### config.mk
export PLATFORM = sky130hd
export DESIGN_NAME = tetris_input
export DESIGN_NICKNAME = d
export VERILOG_FILES = /design/src/rtl/tetris_input.sv
export SDC_FILE = /design/constraint.sdc
export NUM_CORES = 1
export LEC_CHECK = 0
export ABC_AREA = 1
export BUFFER_PORTS_ARGS = -buffer_cell sky130_fd_sc_hd__buf_2
export CAP_MARGIN = 20
export CORE_MARGIN = 4
export CORE_UTILIZATION = 35
export CTS_BUF_LIST = sky130_fd_sc_hd__clkbuf_16
export DETAILED_ROUTE_END_ITERATION = 10
export PLACE_DENSITY_LB_ADDON = 0.15
export REMOVE_ABC_BUFFERS = 1
export SLEW_MARGIN = 20
export SYNTH_ARGS = -nofsm -noshare
export SYNTH_HDL_FRONTEND = slang
export SYNTH_SLANG_ARGS = --single-unit
### constraint.sdc
create_clock -name clk -period 1.7 [get_ports clk]
set_clock_uncertainty 0.05 [all_clocks]
set_input_delay 0.17 -clock clk [delete_from_list [all_inputs] [get_ports clk]]
set_output_delay 0.17 -clock clk [all_outputs]
set_load 0.005 [all_outputs]
### src/rtl/tetris_input.sv
// tetris_input: button conditioning and command arbitration for a Tetris core.
// Four raw buttons are synchronised and debounced. Rising debounced levels,
// plus a run-gated gravity timer, set saturating pending bits. A small FSM
// issues one prioritised command strobe at a time, followed by an idle gap.
// Optional build macro HOLD_REPEAT_EN: auto-repeat of left/right/down while held.
module tetris_input #(
   parameter int unsigned DEB_CYCLES     = 1000000,
   parameter int unsigned GRAVITY_CYCLES = 50000000,
   parameter int unsigned MIN_GAP        = 256,
   parameter int unsigned REPEAT_DELAY   = 30000000,
   parameter int unsigned REPEAT_PERIOD  = 10000000
) (
   input  logic       clk,
   input  logic       reset_n,
   input  logic [3:0] btn,
   input  logic       run,
   output logic       ctrl_valid,
   output logic [1:0] ctrl
);

   localparam int unsigned DEB_W  = $clog2(DEB_CYCLES + 1);
   localparam int unsigned GRAV_W = $clog2(GRAVITY_CYCLES + 1);
   localparam int unsigned GAP_W  = $clog2(MIN_GAP + 1);

   typedef enum logic [1:0] {IDLE, ISSUE, GAP} state_t;

   state_t             state;
   logic [3:0]         sync1;
   logic [3:0]         sync2;
   logic [3:0]         level;
   logic [DEB_W-1:0]   deb_cnt [4];
   logic [3:0]         rise_c;
   logic [3:0]         ev_c;
   logic [3:0]         pend;
   logic               grav_pend;
   logic [GRAV_W-1:0]  grav_cnt;
   logic               grav_ev_c;
   logic [GAP_W-1:0]   gap_cnt;
   logic [1:0]         code_c;
   logic [3:0]         clr_c;
   logic               clr_grav_c;
   logic               take_c;
   logic               take_down_c;

   // Two-flop synchroniser on every raw button
   always_ff @(posedge clk) begin
      if (!reset_n) begin
         sync1 <= '0;
         sync2 <= '0;
      end else begin
         sync1 <= btn;
         sync2 <= sync1;
      end
   end

   // Per-button debounce: level flips after DEB_CYCLES consecutive differing cycles
   always_ff @(posedge clk) begin
      if (!reset_n) begin
         level <= '0;
         for (int i = 0; i < 4; i++) deb_cnt[i] <= '0;
      end else begin
         for (int i = 0; i < 4; i++) begin
            if (sync2[i] == level[i]) begin
               deb_cnt[i] <= '0;
            end else if (deb_cnt[i] == DEB_W'(DEB_CYCLES - 1)) begin
               level[i]   <= ~level[i];
               deb_cnt[i] <= '0;
            end else begin
               deb_cnt[i] <= deb_cnt[i] + DEB_W'(1);
            end
         end
      end
   end

   // Debounced 0->1 transitions, valid in the cycle the level is about to flip
   always_comb begin
      rise_c = '0;
      for (int i = 0; i < 4; i++)
         rise_c[i] = !level[i] && sync2[i] && (deb_cnt[i] == DEB_W'(DEB_CYCLES - 1));
   end

`ifdef HOLD_REPEAT_EN
   localparam int unsigned REP_MAX = (REPEAT_DELAY > REPEAT_PERIOD) ? REPEAT_DELAY : REPEAT_PERIOD;
   localparam int unsigned REP_W   = $clog2(REP_MAX + 1);

   logic [REP_W-1:0] rep_cnt [3];
   logic [2:0]       rep_armed;
   logic [2:0]       rep_ev_c;

   // Repeat event after REPEAT_DELAY of hold, then every REPEAT_PERIOD (right, down, left)
   always_comb begin
      rep_ev_c = '0;
      for (int i = 0; i < 3; i++)
         rep_ev_c[i] = level[i] && (rep_cnt[i] == (rep_armed[i] ? REP_W'(REPEAT_PERIOD - 1)
                                                                : REP_W'(REPEAT_DELAY - 1)));
   end

   // Hold-time counters, cleared on release
   always_ff @(posedge clk) begin
      if (!reset_n) begin
         rep_armed <= '0;
         for (int i = 0; i < 3; i++) rep_cnt[i] <= '0;
      end else begin
         for (int i = 0; i < 3; i++) begin
            if (!level[i]) begin
               rep_cnt[i]   <= '0;
               rep_armed[i] <= 1'b0;
            end else if (rep_ev_c[i]) begin
               rep_cnt[i]   <= '0;
               rep_armed[i] <= 1'b1;
            end else begin
               rep_cnt[i] <= rep_cnt[i] + REP_W'(1);
            end
         end
      end
   end

   assign ev_c = rise_c | {1'b0, rep_ev_c};
`else
   assign ev_c = rise_c;
`endif

   assign grav_ev_c = run && (grav_cnt == GRAV_W'(GRAVITY_CYCLES - 1));

   // Gravity timer; a serviced down command makes the service cycle cycle 0 of a new period
   always_ff @(posedge clk) begin
      if (!reset_n) begin
         grav_cnt <= '0;
      end else if (take_down_c) begin
         grav_cnt <= run ? GRAV_W'(1) : '0;
      end else if (run) begin
         grav_cnt <= grav_ev_c ? '0 : grav_cnt + GRAV_W'(1);
      end
   end

   // Priority pick: rotate > left > right > down (button or gravity)
   always_comb begin
      code_c     = 2'b00;
      clr_c      = '0;
      clr_grav_c = 1'b0;
      if (pend[3]) begin
         code_c   = 2'b11;
         clr_c[3] = 1'b1;
      end else if (pend[2]) begin
         code_c   = 2'b10;
         clr_c[2] = 1'b1;
      end else if (pend[0]) begin
         code_c   = 2'b00;
         clr_c[0] = 1'b1;
      end else if (pend[1] || grav_pend) begin
         code_c     = 2'b01;
         clr_c[1]   = 1'b1;
         clr_grav_c = 1'b1;
      end
      take_c      = (state == IDLE) && ((|pend) || grav_pend);
      take_down_c = take_c && clr_grav_c;
   end

   // Command FSM and pending bits; a new event in the service cycle keeps its bit set
   always_ff @(posedge clk) begin
      if (!reset_n) begin
         state      <= IDLE;
         ctrl_valid <= 1'b0;
         ctrl       <= 2'b00;
         gap_cnt    <= '0;
         pend       <= '0;
         grav_pend  <= 1'b0;
      end else begin
         ctrl_valid <= 1'b0;
         pend       <= (pend & ~(take_c ? clr_c : 4'b0000)) | ev_c;
         grav_pend  <= (grav_pend & ~take_down_c) | grav_ev_c;
         case (state)
            IDLE: begin
               if (take_c) begin
                  ctrl  <= code_c;
                  state <= ISSUE;
               end
            end
            ISSUE: begin
               ctrl_valid <= 1'b1;
               gap_cnt    <= '0;
               state      <= GAP;
            end
            GAP: begin
               if (gap_cnt == GAP_W'(MIN_GAP - 1)) state <= IDLE;
               else gap_cnt <= gap_cnt + GAP_W'(1);
            end
            default: state <= IDLE;
         endcase
      end
   end

endmodule

After elaboration in Yosys (flattened, before gate mapping)
Memory sizes are Yosys's and may differ from the RTL's.
Index checks and enable logic that the tools add are counted.
{"block": "totals", "reg_bits": 57, "mem_bits_rw": 80, "in_bits": 7, "output_inout_bits": 3, "elab_cells": 170, "mem_count": 1}
{"name": "deb_cnt", "depth": 4, "word_bits": 20, "rd": 4, "rd_ports_with_merged_regs": 0, "wr": 4, "line_no": "31", "text": "logic [DEB_W-1:0] deb_cnt [4];"}
{"block": "classes", "add_sub_neg": 6, "n_eq_ne": 15, "n_mux": 81, "bitwise": 26, "reduce_logical": 28}
{"op": "two-way mux 20 bit", "count": 12}
{"op": "adder 20 x 1 -> 20 bit, second input constant", "count": 4}
{"op": "equality test 20 bit, second input constant", "count": 4}
{"op": "two-way mux 26 bit", "count": 3}
{"op": "two-way mux 1 bit", "count": 56}
{"op": "adder 26 x 1 -> 26 bit, second input constant", "count": 1}
{"op": "equality test 26 bit, second input constant", "count": 1}
{"op": "case mux 9 bit (2 select lines)", "count": 1}
{"op": "AND reduction 2 bit", "count": 7}
{"op": "bitwise OR 1 bit", "count": 13}
{"op": "logical AND 1 bit", "count": 11}
{"op": "two-way mux 2 bit", "count": 5}
{"op": "adder 9 x 1 -> 9 bit, second input constant", "count": 1}
{"op": "equality test 9 x 8 -> 1 bit, second input constant", "count": 1}
{"op": "two-way mux 9 bit", "count": 1}
{"op": "inverter 1 bit", "count": 9}
{"op": "!= test 2 bit, second input constant", "count": 3}
{"op": "case mux 2 bit (3 select lines)", "count": 1}
{"op": "bitwise AND 4 bit", "count": 1}
{"op": "equality test 1 bit", "count": 4}
{"op": "logical NOT 1 bit", "count": 4}
{"op": "two-way mux 4 bit", "count": 1}
{"op": "inverter 4 bit", "count": 1}
{"op": "bitwise OR 4 bit", "count": 1}
{"op": "8 further kinds", "count": 10}

Longest topological paths before layout
Gate-level depths: netlist (run 1).
{"block": "logic_depth", "ltp_word": 9, "ltp_mapped": 13, "mapped_depth_nobuf": 13}

Worst setup path before layout (run 1)
No wires, ideal clock.
{"block": "synth_path", "path_kind": "flip-flop to flip-flop", "from": "register gap_cnt[0]", "to": "register gap_cnt[4]", "setup_time_ps": 124, "arrival_ps": 1591, "t_required_ps": 1526, "path_slack_ps": -65, "path_stages_with_launch": 14, "n_path_buf": 0, "synth_period_minus_slack_ps": 1765, "cell_sequence": "dfxtp_1 ha_1 nand3_1 nor2_1 nand2_1 nor2_1 ha_1 inv_1 nand2_1 nand2_1 inv_1 nor2_1 nor2_1 a211oi_1"}
{"block": "synth_via", "elab_chain_cells": 3, "word_cells_on_any_way": 6, "cone_classes": "add/sub: 1; eq/ne: 2; mux: 2; reduce/logical: 1"}
{"element": "from (decl)", "line_no": "38", "text": "logic [GAP_W-1:0] gap_cnt;"}
{"element": "from (signal assigned)", "line_no": "186", "text": "else gap_cnt <= gap_cnt + GAP_W'(1);"}
{"element": "adder 9 x 1 -> 9 bit / equality test 9 x 8 -> 1 bit (equally long branches)", "line_no": "186, 185"}
{"element": "two-way mux 9 bit / != test 2 bit (equally long branches)"}
{"element": "case mux 9 bit (2 select lines) / AND reduction 2 bit (equally long branches)"}
Parallel ways exist; a longest one is shown, timed or not. The select of a mux whose other input is x is not followed.
A chain may end at the register's enable or synchronous reset.

==> metrics.yaml, run 1 <==
drive_gt1_frac: 0.2394
dieHeight_microns: 157.6
path_clk_slew_ns: 0.06
drc: 0
drt_wl_total_mm: 18.67
fin_ws_ns: -0.01963
ys.flop_type: "edfxtp_1"
hp-class: "in -> reg"
avgSynthCellArea_sq_um: 7.535
grtUsageTotal: 0.1504
busiest_layer: "met2"
powerDensity_nw_per_um2: 740.4
area_growth_pct: 36.07
ys_top_cells_by_count: "nand2_1 (247), nor2_1 (182), inv_1 (126)"
clock-sinks: 137
start_kind: "flop"
grt_pass1_vias: 6748
hold_violations: 0
synth_area_sq_um: 7836
cts_buffers: 17
clock_path_buffers: 2
core.rowCount: 54
gp_congestion: 0.8852
fillers: 2181
synth_enable_flop_cells: 80
synth-seq-cells: 137
antenna_found_initial: 0
grt_util_met2: 0.2418
ios: 10
grtUsageMet3: 0.02679
first_pass_iters: 5
stdcell_area_sq_um: 10660
status: "complete, but fails checks"
ys_seq_area_frac: 0.4522
grt_pass1_wl_mm: 30.65
violations: "negative setup slack"
postRouteAntennaNets: 0
maxSlewViolCount: 0
slowest_delay_ns: 0.36
drtIter0Drc: 359
synth_cells: 1040
cts_tree: "done"
die_x_microns: 157.6
hpwl_mm: 13.19
crit_chain: "ha_2 > nand3_2 > nor2_4 > nand2_2 > nor2_4 > nand2_2 > nand3b_4 > clkbuf_16 > nor3_1"
wire_per_inst_microns: 11.98
vias: 7116
crit_slowest_cell: "edfxtp_1"
worstPathRequired_ns: 1.82
ys_types: 39
cp_max_fo: 5
p_leak_nw: 4.306
grt_overflow: 0
placed_area_sq_um: 9294
worst-path-buf-inv: 1
ys_top_cells_by_area: "edfxtp_1 (31%), dfxtp_1 (15%), nand2_1 (12%)"
grt_max_degree: 25
synth_area_leader_cell: "edfxtp_1"
cap_violations: 0
start_util: 0.3580
viasPerCell: 4.567
nets: 1283
ir_drop_v: 0.0006228
finalCoreUtilization: 0.4871
portBuffers: 9
path_delay_family: "simple AND/OR/NAND/NOR gates"
clock-root-buffer: "clkbuf_16"
synth_most_common_cell: "nand2_1"
crit_type: "reg -> reg"
core_sq_um: 21890
use_met1: 0.2081
synth_top_area_share: 0.3066
fin_crit_ns: 1.720
async_flop_share: 0
critPathArrivalTime_ns: 1.84
cp-end-kind: "flop"
dp_slack_ns: -0.2037
dieArea_sq_um: 24850
yosys_warnings: 0
htreeDepth: 4
fmax_mhz: 581.5
finalSetupViolCount: 11
finalCritPeriodShare: 1.012
diodes: 0
rsz0062_at_grt: "true"
clock_latency_ns: 0.42
==> per-layer routing <==
metal / vias up / part of all wire
li1: 3785 / -
met1: 3234 / 0.50
met2: 74 / 0.46
met3: 23 / 0.025
met4: 0 / 0.015
met5: - / 0
==> state kept, by name, summed over array words and instances, names as in the netlist, 2 cells and up <==
register and cells:
deb_cnt 80, grav_cnt 26, gap_cnt 9, level 4, pend 4, sync1 4
sync2 4, ctrl 2, state 2
==> kinds of logic after synthesis <==
family                   Yosys count  share of synthesized area
adder cells (fa/ha/maj)           11                    0.01756
AO/OA/AOI/OAI                     87                    0.05764
other                              1                  0.0004785
AND/OR/NAND/NOR                  622                     0.3538
XOR/XNOR                          37                    0.04135
buffers and inverters            145                    0.07696
flip-flops                       137                     0.4522
==> cell type report <==
class,instances,area (sq um),area share
inverter,128,485.5,0.04553
tap,280,350.3,0.03286
multi-input combinational,837,4491,0.4211
timing repair buffer,144,1202,0.1128
sequential,137,3548,0.3328
clock inverter,15,160.2,0.01502
clock buffer,17,425.4,0.03990
==> power by group <==
| part | total [mW] | internal, mW | switching, mW |
|---|---|---|---|
| Sequential | 3.67 | 3.60 | 0.0699 |
| Combinational | 0.499 | 0.204 | 0.295 |
| Clock | 3.72 | 2.28 | 1.44 |
| Total | 7.90 | 6.09 | 1.81 |
==> worst paths after layout <==
kind,startpoint,cells past startpoint,slack (ns),endpoint
worst min-delay path,run,3,0.06,grav_cnt[0]
worst max register to register,deb_cnt[3][0],9,-0.02,deb_cnt[3][7]
worst max-delay path,deb_cnt[3][0],9,-0.02,deb_cnt[3][7]
worst min register to register,sync1[2],2,0.38,sync2[2]
==> worst reg2reg max path, delay by kind of cell, from the launching register on <==
family / cells / cell delay [ns]
flip-flops: 1 / 0.36
adder cells (fa/ha/maj): 1 / 0.20
buffers and inverters: 1 / 0.16
AND/OR/NAND/NOR: 7 / 0.71
==> cells in the final DEF, fill, tap and decap left out, drive strengths merged <==
cell type	count
nand2	255
nor2	200
buf	137
inv	129
edfxtp	80
conb	80
nand3	75
a21oi	63
dfxtp	57
nand4	37
nor3	37
xor2	25
clkbuf	20
o21ai	16
xnor2	12
ha	11
clkinv	10
nand3b	8
or2	7
dlygate4sd3	4
o22ai	3
bufinv	3
a211oi	3
o21bai	1
nor4	1
and3	1
a22oi	1
or3	1
clkinvlp	1
==> per-stage QoR <==
stage | power [mW] | hold WS, ns | instances | setup TNS, ns
6_report | 7.895 | 0.06187 | 1558 | -0.08233
5_1_grt | 8.201 | 0.06291 | 1558 | -3.750
4_1_cts | 7.934 | 0.06110 | 1539 | -0.6945
3_5_place_dp | 4.167 | 0.3286 | 1501 | -1.792
3_3_place_gp | 4.162 | 0.3325 | 1501 | -0.7177
2_1_floorplan | 3.958 | 0.2135 | 1102 | -7.906
==> timing repair <==
| item | 4_1_cts | 5_1_grt |
|---|---|---|
| setup buffers | 2 | 14 |
| pin swaps | 6 | 20 |
| cloned | 0 | 5 |
| setup endpoints to repair | 35 | 111 |
| gates resized for setup | 17 | 119 |
| endpoints found under the hold margin | 4 | 0 |
| hold buffers | 4 | 0 |
Power figures use the tool's default switching activity.
==> run 2: changes to the inputs <==
==> constraint.sdc (replaced) <==
create_clock -name clk -period 1.7 [get_ports clk]
set_clock_uncertainty 0.05 [all_clocks]
set_input_delay 0.34 -clock clk [delete_from_list [all_inputs] [get_ports clk]]
set_output_delay 0.34 -clock clk [all_outputs]
set_load 0.005 [all_outputs]
==> run 2 against run 1 <==
The run still ends with negative setup slack left; die area stayed put; register-to-register slack got worse by 0.02 ns; total power down 4.9%; core utilization shrank 0.33 points; design area is 0.68% lower.
==> metrics.yaml, run 2 (synthesized netlist as in run 1, its figures left out) <==
drtIter0Drc: 346  # -3.6%
powerDensity_nw_per_um2: 708.8  # -4.3%
clock-root-buffer: "clkbuf_16"
power.share.sequential: 0.490  # +0.025
hp-class: "in -> reg"
wire_per_inst_microns: 11.94  # -0.32%
dieArea_sq_um: 24850  # unchanged
cts_tree: "done"
htreeDepth: 4  # unchanged
drc: 0  # unchanged
clock_latency_ns: 0.42  # about the same
clock_path_buffers: 2  # unchanged
cp-end-kind: "flop"
diodes: 0  # unchanged
nets: 1280  # -0.23%
viasPerCell: 4.514  # -1.2%
hpwl_mm: 12.97  # -1.7%
critPathArrivalTime_ns: 1.86  # +0.02 ns
grtUsageTotal: 0.1478  # -0.002634
grt_max_degree: 25  # unchanged
final_common_cell: "nand2_1"
p_leak_nw: 4.265  # -0.96%
power.switching_mw: 1.741  # -3.5%
area_growth_pct: 35.14
die_x_microns: 157.6  # unchanged
ios: 10  # unchanged
cap_violations: 0  # unchanged
start_util: 0.3580  # unchanged
worstPathRequired_ns: 1.81  # about the same
cp_max_fo: 5  # unchanged
antenna_found_initial: 0  # unchanged
portBuffers: 9  # unchanged
crit_type: "reg -> reg"
core.rowCount: 54  # unchanged
grt_pass1_vias: 6489  # -3.8%
hold_violations: 0  # unchanged
finalSetupViolCount: 21  # +10
violations: "negative setup slack"
vias: 7019  # -1.4%
maxSlewViolCount: 0  # unchanged
internal_power_mw: 5.764  # -5.3%
largest_register: "deb_cnt"
status: "complete, but fails checks"
finalCritPeriodShare: 1.025  # +0.01347
final_cell_mix: "nand2_1 (240), nor2_1 (152), inv_1 (122)"
postRouteAntennaNets: 0  # unchanged
largest_reg_flops: 80  # unchanged
reg_top3: "deb_cnt: 80 flops, grav_cnt: 26 flops, gap_cnt: 9 flops"
path_clk_slew_ns: 0.06  # about the same
clockPowerShare: 0.443  # -0.028
placed_area_sq_um: 9286  # about the same
stdcell_area_sq_um: 10590  # -0.68%
drt_wl_total_mm: 18.57  # -0.51%
drive_gt1_frac: 0.2322  # -0.007280
grt_pass1_wl_mm: 30.06  # -1.9%
dieHeight_microns: 157.6  # unchanged
setup_tns_ns: -0.5320  # -0.4496 ns
cts_buffers: 17  # unchanged
gp_congestion: 0.8880  # +0.32%
power_frac_comb: 0.067  # +0.004
clock-sinks: 137  # unchanged
dp_cells: 1500  # -0.067%
fmax_mhz: 573.9  # -1.3%
fin_crit_ns: 1.743  # +0.02289 ns
rsz0062_at_grt: "true"
final_cell_count_no_fill: 1555  # -0.19%
p_sw_frac: 0.2320  # +0.003351
ir_drop_v: 0.0005183  # -17%
grt_overflow: 0  # unchanged
first_pass_iters: 5  # unchanged
whs_ns: 0.05626  # -0.005614 ns
start_kind: "flop"
core_sq_um: 21890  # unchanged
fin_ws_ns: -0.04252  # -0.02289 ns
==> run 2: cell types whose count changed in the layout (fill, tap and decap cells not counted), sizes merged <==
cell / delta
clkinv: -2
inv: +2
buf: -1
clkbuf: +2
clkinvlp: +2
bufinv: -2
dlygate4sd3: -4
==> run 2: cell type report <==
cell class              count  area, sq um
well taps                 280        350.3
clock buffers              17        425.4
multi-input cells         837         4478
inverters                 128        485.5
fillers                  2174        11300
clock inverters            15        95.09
flip-flops and latches    137         3547
repair buffers            141         1209
==> run 2: metrics by stage <==
stage / total power, mW / worst slack (ns) / util
after floorplan: 3.958 / -0.2123 / -
after global placement: 4.162 / -0.1523 / 0.4242
after detailed placement: 4.163 / -0.1933 / 0.4242
after CTS: 7.540 / -0.02499 / 0.4510
after global routing: 7.851 / -0.1292 / 0.4838
final: 7.506 / -0.04252 / 0.4838
==> run 2: power groups by stage <==
| stage | Sequential [mW] | Clock (mW) | Combinational (mW) |
|---|---|---|---|
| 2_1_floorplan | 3.75 | 0 | 0.212 |
| 3_3_place_gp | 3.74 | 0 | 0.425 |
| 3_5_place_dp | 3.74 | 0 | 0.424 |
| 4_1_cts | 3.67 | 3.45 | 0.425 |
| 5_1_grt | 3.69 | 3.60 | 0.565 |
| 6_report | 3.68 | 3.33 | 0.502 |
==> run 2: final timing paths <==
check / startpoint / endpoint / slack, ns / depth (start not counted)
setup / recovery: deb_cnt[3][0] / deb_cnt[3][5] / -0.04 / 9
hold / removal: btn[0] / sync1[0] / 0.06 / 3
setup reg to reg: deb_cnt[3][0] / deb_cnt[3][5] / -0.04 / 9
hold reg to reg: sync1[2] / sync2[2] / 0.38 / 2
==> run 2: routing by layer <==
| metal | vias to the layer above | part of all wire | track usage |
|---|---|---|---|
| met5 | - | 0 | 0 |
| met4 | 0 | 0.0090 | 0.03892 |
| met3 | 9 | 0.033 | 0.03308 |
| met2 | 81 | 0.46 | 0.2308 |
| met1 | 3160 | 0.50 | 0.2078 |
| li1 | 3769 | - | - |
==> run 2: what timing repair did <==
action,4_1_cts,5_1_grt
pin swaps,4,23
endpoints found under the setup margin,24,99
cloned,0,8
setup buffers,0,15
hold buffers,0,0
resized for setup,19,113
==> run 2: critical path, stage by stage, from the launching register on <==
cell and delay, ns:
edfxtp_1 0.39, ha_4 0.17, nand3_4 0.09, nor2_4 0.11
nand2_2 0.08, nor2_4 0.13, nand2_2 0.09, nand3b_4 0.17
clkbuf_16 0.18, a21oi_2 0.03
==> run 3: changes to the inputs <==
- SETUP_SLACK_MARGIN: not set -> 0.5
==> run 3 against run 2 <==
The flow still finishes with violations (negative setup slack); design area increased by 22%; critical path type unchanged; via count rose by 9.3%; cell count up 4.8%.
==> metrics.yaml, run 3 (synthesized netlist as in run 1, its figures left out) <==
area_growth_pct: 64.41
reg_top3: "deb_cnt: 80 flops, grav_cnt: 26 flops, gap_cnt: 9 flops"
first_pass_iters: 5  # unchanged
portBuffers: 9  # unchanged
htreeDepth: 4  # unchanged
postRouteAntennaNets: 0  # unchanged
drtIter0Drc: 404  # +17%
violations: "negative setup slack"
setup_tns_ns: -1.460  # -0.9279 ns
power_mw: 7.738  # +3.1%
dieArea_sq_um: 24850  # unchanged
clock-root-buffer: "clkbuf_16"
powerDensity_nw_per_um2: 600.6  # -15%
fin_ws_ns: -0.09363  # -0.05111 ns
cp-end-kind: "flop"
cp_max_fo: 5  # unchanged
wire_per_inst_microns: 13.28  # +11%
worstPathRequired_ns: 1.82  # about the same
final_cell_count_no_fill: 1630  # +4.8%
drive_gt1_frac: 0.4637  # +0.2315
fin_crit_ns: 1.794  # +0.05111 ns
cap_violations: 0  # unchanged
nets: 1355  # +5.9%
drc: 0  # unchanged
crit_slowest_cell: "edfxtp_1"
finalCritPeriodShare: 1.055  # +0.03006
gp_congestion: 0.8880  # unchanged
ir_drop_v: 0.0005538  # +6.8%
clock_latency_ns: 0.42  # about the same
whs_ns: 0.05131  # -0.004943 ns
status: "complete, but fails checks"
fmax_mhz: 557.5  # -2.8%
path_clk_slew_ns: 0.06  # about the same
crit_type: "reg -> reg"
grt_overflow: 0  # unchanged
viasPerCell: 4.707  # +4.3%
hold_violations: 0  # unchanged
drt_wl_total_mm: 21.64  # +17%
grt_max_degree: 25  # unchanged
dp_cells: 1500  # unchanged
final_common_cell: "nand2_1"
grt_pass1_vias: 7335  # +13%
rsz0062_at_grt: "true"
ios: 10  # unchanged
cts_buffers: 17  # unchanged
largest_register: "deb_cnt"
core_sq_um: 21890  # unchanged
clock-sinks: 137  # unchanged
stdcell_area_sq_um: 12880  # +22%
crit_chain: "inv_1 > nand2_1 > nor3_2 > nand2_2 > nand3b_4 > clkbuf_16 > a21oi_2"
diodes: 0  # unchanged
critPathArrivalTime_ns: 1.92  # +0.06 ns
start_util: 0.3580  # unchanged
slowest_delay_ns: 0.40  # about the same
vias: 7672  # +9.3%
largest_reg_flops: 80  # unchanged
hpwl_mm: 12.97  # unchanged
start_kind: "flop"
maxSlewViolCount: 0  # unchanged
die_x_microns: 157.6  # unchanged
cts_tree: "done"
path_delay_family: "simple AND/OR/NAND/NOR gates"
core.rowCount: 54  # unchanged
p_leak_nw: 5.144  # +21%
worst-path-buf-inv: 2  # +1
placed_area_sq_um: 9286  # unchanged
antenna_found_initial: 0  # unchanged
clock_path_buffers: 2  # unchanged
finalSetupViolCount: 38  # +81%
dieHeight_microns: 157.6  # unchanged
grt_pass1_wl_mm: 33.92  # +13%
final_cell_mix: "nand2_1 (187), buf_4 (143), inv_1 (110)"
hp-class: "in -> reg"
grtUsageTotal: 0.1667  # +0.01888
run 3: changes by cell type in the layout (fill, tap and decap cells not counted), moves of 31 or more:
cell	previous run	this run
nor2_4	19	78
a21oi_1	48	17
nand2_2	13	45
nand2_1	240	187
buf_6	6	44
nor2_1	152	73
run 3: worst paths after layout:
| kind | from | to | slack, ns | cells past startpoint |
|---|---|---|---|---|
| worst max-delay path | deb_cnt[3][15] | deb_cnt[3][17] | -0.09 | 7 |
| worst min-delay path | btn[0] | sync1[0] | 0.05 | 3 |
| worst max register to register | deb_cnt[3][15] | deb_cnt[3][17] | -0.09 | 7 |
| worst min register to register | sync1[2] | sync2[2] | 0.38 | 2 |
run 3: stage by stage:
stage	util	setup WS, ns
6_report	0.5885	-0.09363
4_1_cts	0.5214	-0.02343
3_5_place_dp	0.4242	-0.1933
2_1_floorplan	-	-0.2123
5_1_grt	0.5885	-0.1796
3_3_place_gp	0.4242	-0.1523
run 3: layout make-up:
type | instances | area [sq um]
Sequential cell | 137 | 3593
Fill cell | 1921 | 9007
Multi-Input combinational cell | 837 | 5834
Timing Repair Buffer | 216 | 2092
Tap cell | 280 | 350.3
Inverter | 128 | 493.0
Clock inverter | 15 | 95.09
Clock buffer | 17 | 425.4
run 3: repair_timing:
| item | in CTS | in global routing |
|---|---|---|
| hold buffers | 0 | 0 |
| buffers inserted | 50 | 35 |
| gates cloned | 6 | 7 |
| setup endpoints to repair | 128 | 130 |
| pin swaps | 94 | 118 |
| hold endpoints to repair | 0 | 0 |
| gates resized for setup | 301 | 254 |
run 3: metal layers:
layer / wire length [microns] / track usage / up-vias / share of wire
met5: 0 / 0 / - / 0
met4: 289 / 0.04342 / 0 / 0.013
met3: 581 / 0.03417 / 26 / 0.027
met2: 10910 / 0.2728 / 102 / 0.50
met1: 9860 / 0.2260 / 3623 / 0.46
li1: - / - / 3921 / -
run 3: report_power, final:
group / internal, mW / switching [mW] / total (mW) / leakage [nW]
logic: 0.301 / 0.408 / 0.709 / 3.59
clock network: 1.95 / 1.41 / 3.36 / 0.255
registers: 3.59 / 0.0776 / 3.67 / 1.30
run 3: worst register-to-register path: stages (launching register included):
cell and delay (ns):
edfxtp_1 0.40, inv_1 0.10, nand2_1 0.08, nor3_2 0.33, nand2_2 0.15, nand3b_4 0.19
clkbuf_16 0.20, a21oi_2 0.04
